<file path="src/rtl/frame_assembler.sv">
// Byte-to-frame assembler: shifts received bytes into an assembly register and
// hands completed frames to a separate output register with a valid/ready handshake.
module frame_assembler #(
  parameter int FRAME_BYTES    = 80,
  parameter int TIMEOUT_CYCLES = 1000000
) (
  input  logic                               clk,
  input  logic                               rst,
  input  logic [7:0]                         rx_data,
  input  logic                               rx_valid,
  input  logic                               flush,
  output logic [8*FRAME_BYTES-1:0]           frame_data,
  output logic                               frame_valid,
  input  logic                               frame_ready,
  output logic                               receiving,
  output logic [$clog2(FRAME_BYTES+1)-1:0]   byte_count,
  output logic                               frame_done,
  output logic                               drop_err,
  output logic                               timeout_err
);

  localparam int CW = $clog2(FRAME_BYTES+1);
  localparam int TW = $clog2(TIMEOUT_CYCLES+1);
  localparam int FW = 8*FRAME_BYTES;

  typedef enum logic [1:0] {IDLE = 2'd0, RECV = 2'd1, FULL = 2'd2} state_t;

  state_t          state, state_next;
  logic [FW-1:0]   asm_reg, asm_next, shifted;
  logic [FW-1:0]   data_next;
  logic [CW-1:0]   count_next;
  logic [TW-1:0]   timer, timer_next;
  logic            valid_next, done_next, drop_next, tout_next;
  logic            slot_free;

  assign shifted   = {asm_reg[FW-9:0], rx_data};
  assign slot_free = !frame_valid || frame_ready;

  always_ff @(posedge clk or posedge rst) begin
    if (rst) begin
      state       <= IDLE;
      asm_reg     <= '0;
      byte_count  <= '0;
      timer       <= '0;
      frame_data  <= '0;
      frame_valid <= 1'b0;
      receiving   <= 1'b0;
      frame_done  <= 1'b0;
      drop_err    <= 1'b0;
      timeout_err <= 1'b0;
    end else begin
      state       <= state_next;
      asm_reg     <= asm_next;
      byte_count  <= count_next;
      timer       <= timer_next;
      frame_data  <= data_next;
      frame_valid <= valid_next;
      receiving   <= (state_next == RECV);
      frame_done  <= done_next;
      drop_err    <= drop_next;
      timeout_err <= tout_next;
    end
  end

  // A handshake always frees the output slot; flush never touches it.
  always_comb begin
    state_next = state;
    asm_next   = asm_reg;
    count_next = byte_count;
    timer_next = timer;
    data_next  = frame_data;
    valid_next = frame_valid && !frame_ready;
    done_next  = 1'b0;
    drop_next  = 1'b0;
    tout_next  = 1'b0;

    if (flush) begin
      state_next = IDLE;
      count_next = '0;
      timer_next = '0;
    end else begin
      case (state)
        IDLE: begin
          if (rx_valid) begin
            asm_next   = shifted;
            count_next = CW'(1);
            timer_next = '0;
            state_next = RECV;
          end
        end
        RECV: begin
          if (rx_valid) begin
            asm_next   = shifted;
            timer_next = '0;
            if (byte_count == CW'(FRAME_BYTES-1)) begin
              if (slot_free) begin
                data_next  = shifted;
                valid_next = 1'b1;
                done_next  = 1'b1;
                count_next = '0;
                state_next = IDLE;
              end else begin
                count_next = CW'(FRAME_BYTES);
                state_next = FULL;
              end
            end else begin
              count_next = byte_count + CW'(1);
            end
          end else if (timer == TW'(TIMEOUT_CYCLES-1)) begin
            tout_next  = 1'b1;
            count_next = '0;
            timer_next = '0;
            state_next = IDLE;
          end else begin
            timer_next = timer + TW'(1);
          end
        end
        FULL: begin
          drop_next = rx_valid;
          if (slot_free) begin
            data_next  = asm_reg;
            valid_next = 1'b1;
            done_next  = 1'b1;
            count_next = '0;
            state_next = IDLE;
          end
        end
        default: begin
          state_next = IDLE;
          count_next = '0;
          timer_next = '0;
        end
      endcase
    end
  end

endmodule

</file>
<file path="config.mk">
export PLATFORM = sky130hd
export DESIGN_NAME = frame_assembler
export DESIGN_NICKNAME = d
export VERILOG_FILES = /design/src/rtl/frame_assembler.sv
export SDC_FILE = /design/constraint.sdc
export NUM_CORES = 2
export LEC_CHECK = 0
export CAP_MARGIN = 0
export CORE_UTILIZATION = 50
export CTS_BUF_LIST = sky130_fd_sc_hd__clkbuf_2
export CTS_CLUSTER_SIZE = 16
export DETAILED_ROUTE_END_ITERATION = 16
export GPL_TIMING_DRIVEN = 1
export PLACE_DENSITY = 0.76
export SETUP_SLACK_MARGIN = 0.2
export SYNTH_ARGS = -nofsm -noshare
export SYNTH_HDL_FRONTEND = slang
export SYNTH_SLANG_ARGS = --single-unit
</file>
<file path="constraint.sdc">
create_clock -name clk -period 44.7 [get_ports clk]
set_input_delay 4.47 -clock clk [delete_from_list [all_inputs] [get_ports clk]]
set_output_delay 4.47 -clock clk [all_outputs]
set_load 0.02 [all_outputs]
</file>
==> results.toml <==
[timing]
fin_worst_skew_ns = 0.188
hold-worst-slack_ns = 0.452
fmax_mhz = 110
fin_tns_setup_ns = 0
maxSlewViolCount = 0
period_utilization_post_route = 0.203
setup_repair_after_global_routing_missed_its_margin = "no"
hold_viol = 0
timing.slew.headroom = 0.173
slew_at_the_pin_with_the_worst_max_slew_slack_ns = 1.24
layout_min_cycle_time_ns = 9.06
finalSetupViolations = 0

[floorplan]
placement_rows = 121
die_w_um = 334
top_level_ports = 665
dieHeight_um = 334
initial_cell_density_of_the_core = 0.505
core-area_um2 = 109000
design.die.area_um2 = 111000

[finish]
mostFrequentLayoutCells = "sky130_fd_sc_hd__dfrtp_1, sky130_fd_sc_hd__clkdlybuf4s50_1, sky130_fd_sc_hd__nor2_1, sky130_fd_sc_hd__mux2_2, sky130_fd_sc_hd__mux2i_1"
num-fill-cells = 8921
final_common_cell = "sky130_fd_sc_hd__dfrtp_1"
area_used_by_multi_input_combinational_logic_um2 = 20400
final_layout_size_suffix_gt1_frac = 0.229
layout.area.seq_um2 = 32900
synthToLayoutAreaGrowth_pct = 18.0
fin_nets = 5130

[placed_design]
globalplace.congestion = 0.834
placement.io_buffers = 664
hpwlAfterDp_um = 86200

[power_and_ir_drop]
p_leak_nw = 28.3
irDropWorstVdd_uv = 44.5
pwr_density_cell_nw_per_um2 = 55.5

[drt]
via_per_inst = 5.35
detailroute.via_count = 36000
ant_nets = 0
wirelength_um = 130000
drt_first_iter_violations = 2250
drt_pre_antenna_iters = 6
post_drt_wl_per_cell_um = 19.3
detail_route.drc_violations = 0

[logic_synthesis]
postSynthAreaPerCell_um2 = 12.7
yosysWarnings = 0
seq_total_area_yosys = 0.597
synth_enable_flop_cells = 0
synth.net_count = 4368
postSynth.asyncResetShare = 1.00
mappedNetlistArea_um2 = 55000
synthDistinctLibCells = 55
ys_ff_latch = 1314
synth_flop_cell = "sky130_fd_sc_hd__dfrtp_1"
post_synth_inst_count = 4349

[clock_tree]
cts_htree_levels = 5
tritoncts = "yes"
max-clock-path-buffers = 4
clk_root_buffer_cell = "sky130_fd_sc_hd__clkbuf_2"
cts.clk_slew.worst_paths_ns = 0.10
hold_buffers_post_cts = 0
clk_latency_ns = 1.56
number_of_resized_instances_in_the_post_cts_repair_step = 0
cts_setup_buffers = 0
cts_inserted_buffers = 342
cts_sinks = 1314

[setup_path]
critPathArrivalTime_ns = 10.44
reg2regPathDepth = 10
critical_path.slowest_cell = "sky130_fd_sc_hd__buf_4"
path_delay_family = "buffers and inverters"
worstPathRequired_ns = 46.09
timing.critical_path.from_type = "input pin"
timing.critical_path.cells = "clkdlybuf4s50_1 > nor2b_1 > or4b_1 > a21oi_4 > buf_4 > buf_4 > buf_4 > buf_12 > nor2_1 > a21oi_1"
worst_path_largest_cell_delay_ns = 0.91
maximum_net_fanout_on_the_critical_path = 249
critical_path_cell_count = 10
endpoint_kind = "register"
path_common_cell = "sky130_fd_sc_hd__buf_4"
critical_path.n_buffers_inverters = 5
type_of_the_worst_setup_path = "in -> reg"

[grt]
gr-usage-all-layers = 0.233
grt_antenna_before_repair = 6
wire_length_of_the_first_global_routing_pass_um = 204000
pin_count_of_the_biggest_net_entering_global_routing = 250
first_global_vias = 36300
remaining_overflow_grt = 0

[worst_hold_path]
hp-class = "reg -> reg"
min_delay_path_depth = 1

[run_status]
outcome = "complete, no violations"

[run]
max_cap_viol_count = 0
==> metal layers <==
layer | GRT usage | wire length, um | vias to the layer above
met5 | 0 | 40 | -
met4 | 0.0895 | 3850 | 6
met3 | 0.0724 | 8790 | 200
met2 | 0.366 | 62300 | 939
met1 | 0.303 | 55100 | 17900
li1 | - | - | 16900
==> path summary, 6_finish.rpt <==
path                                                to                 startpoint  slack, ns
max in group asynchronous     asm_reg[218]$_DFFE_PP0P_                        rst      36.29
max reg2reg                frame_data[223]$_DFFE_PP0P_  byte_count[0]$_DFFE_PP0P_      38.23
min reg2reg                   asm_reg[285]$_DFFE_PP0P_   asm_reg[277]$_DFFE_PP0P_       0.45
min in group asynchronous  frame_data[452]$_DFFE_PP0P_                        rst       3.54
min                           asm_reg[285]$_DFFE_PP0P_   asm_reg[277]$_DFFE_PP0P_       0.45
max                        frame_data[223]$_DFFE_PP0P_                frame_ready      35.64
==> cell usage after synthesis (all sizes together) (2+ instances only) <==
| library cell | instances | area share |
|---|---|---|
| o21a | 2 | 0.00027 |
| nor4 | 4 | 0.00045 |
| nor3b | 5 | 0.00068 |
| or3b | 2 | 0.00032 |
| xnor2 | 2 | 0.00032 |
| nor3 | 7 | 0.00064 |
| and3 | 3 | 0.00034 |
| o211ai | 2 | 0.00027 |
| nand4 | 10 | 0.0011 |
| nand3 | 13 | 0.0012 |
| o22ai | 3 | 0.00034 |
| mux2i | 640 | 0.12 |
| inv | 14 | 0.00095 |
| xor2 | 3 | 0.00048 |
| a31oi | 5 | 0.00057 |
| o21ai | 15 | 0.0014 |
| dfrtp | 1314 | 0.60 |
| and4 | 3 | 0.00048 |
| mux2 | 640 | 0.13 |
| or3 | 4 | 0.00045 |
| a21oi | 655 | 0.061 |
| nor2b | 5 | 0.00057 |
| and2 | 3 | 0.00034 |
| nand2b | 4 | 0.00045 |
| nor2 | 654 | 0.045 |
| nand2 | 15 | 0.0010 |
| clkbuf | 144 | 0.0098 |
| a21o | 6 | 0.00082 |
| a22o | 2 | 0.00032 |
| ha | 6 | 0.0014 |
| buf | 147 | 0.022 |
==> per-stage QoR <==
stage | std cells | area [um^2] | power [W] | setup WS [ns] | utilization
global route | 6729 | 64900 | 0.00381 | 35.45 | 0.596
detailed placement | 6181 | 62100 | 0.00286 | 34.31 | 0.570
CTS | 6724 | 64900 | 0.00365 | 36.02 | 0.596
floorplan | 4349 | 55000 | 0.00222 | 3.19 | -
global placement | 6181 | 62100 | 0.00283 | 34.49 | 0.570
finish | 6729 | 64900 | 0.00360 | 35.64 | 0.596
==> worst reg2reg max path, cell delays in order (launching register included) <==
cell and delay [ns]:
sky130_fd_sc_hd__dfrtp_1 0.51, sky130_fd_sc_hd__ha_1 0.27, sky130_fd_sc_hd__nand3_1 0.16, sky130_fd_sc_hd__or4b_1 0.59
sky130_fd_sc_hd__a21oi_4 0.82, sky130_fd_sc_hd__buf_4 0.83, sky130_fd_sc_hd__buf_4 0.86, sky130_fd_sc_hd__buf_4 0.96
sky130_fd_sc_hd__buf_12 0.87, sky130_fd_sc_hd__nor2_1 0.25, sky130_fd_sc_hd__a21oi_1 0.17
==> layout make-up <==
cell class / instances / area share
multi-input combinational: 2730 / 0.314
tap: 1414 / 0.0272
antenna: 5 / 0.000193
clock inverter: 56 / 0.00520
timing repair buffer: 709 / 0.109
inverter: 14 / 0.000925
clock buffer: 487 / 0.0375
sequential: 1314 / 0.506
==> logic make-up after synthesis <==
kind of cell	count (synthesis)	synth area share
flip-flops	1314	0.597
multiplexers	1280	0.247
AND/OR/NAND/NOR	738	0.0536
AO/OA/AOI/OAI	701	0.0667
buffers and inverters	305	0.0328
adder cells (fa/ha/maj)	6	0.00136
XOR/XNOR	5	0.000796
==> where the power goes <==
part	internal (W)	switching (W)	total (W)
registers	0.00145	0.000227	0.00168
logic	0.000536	0.000613	0.00115
clock network	0.000309	0.000465	0.000774
Note: power is estimated with default switching activity, not from simulation.
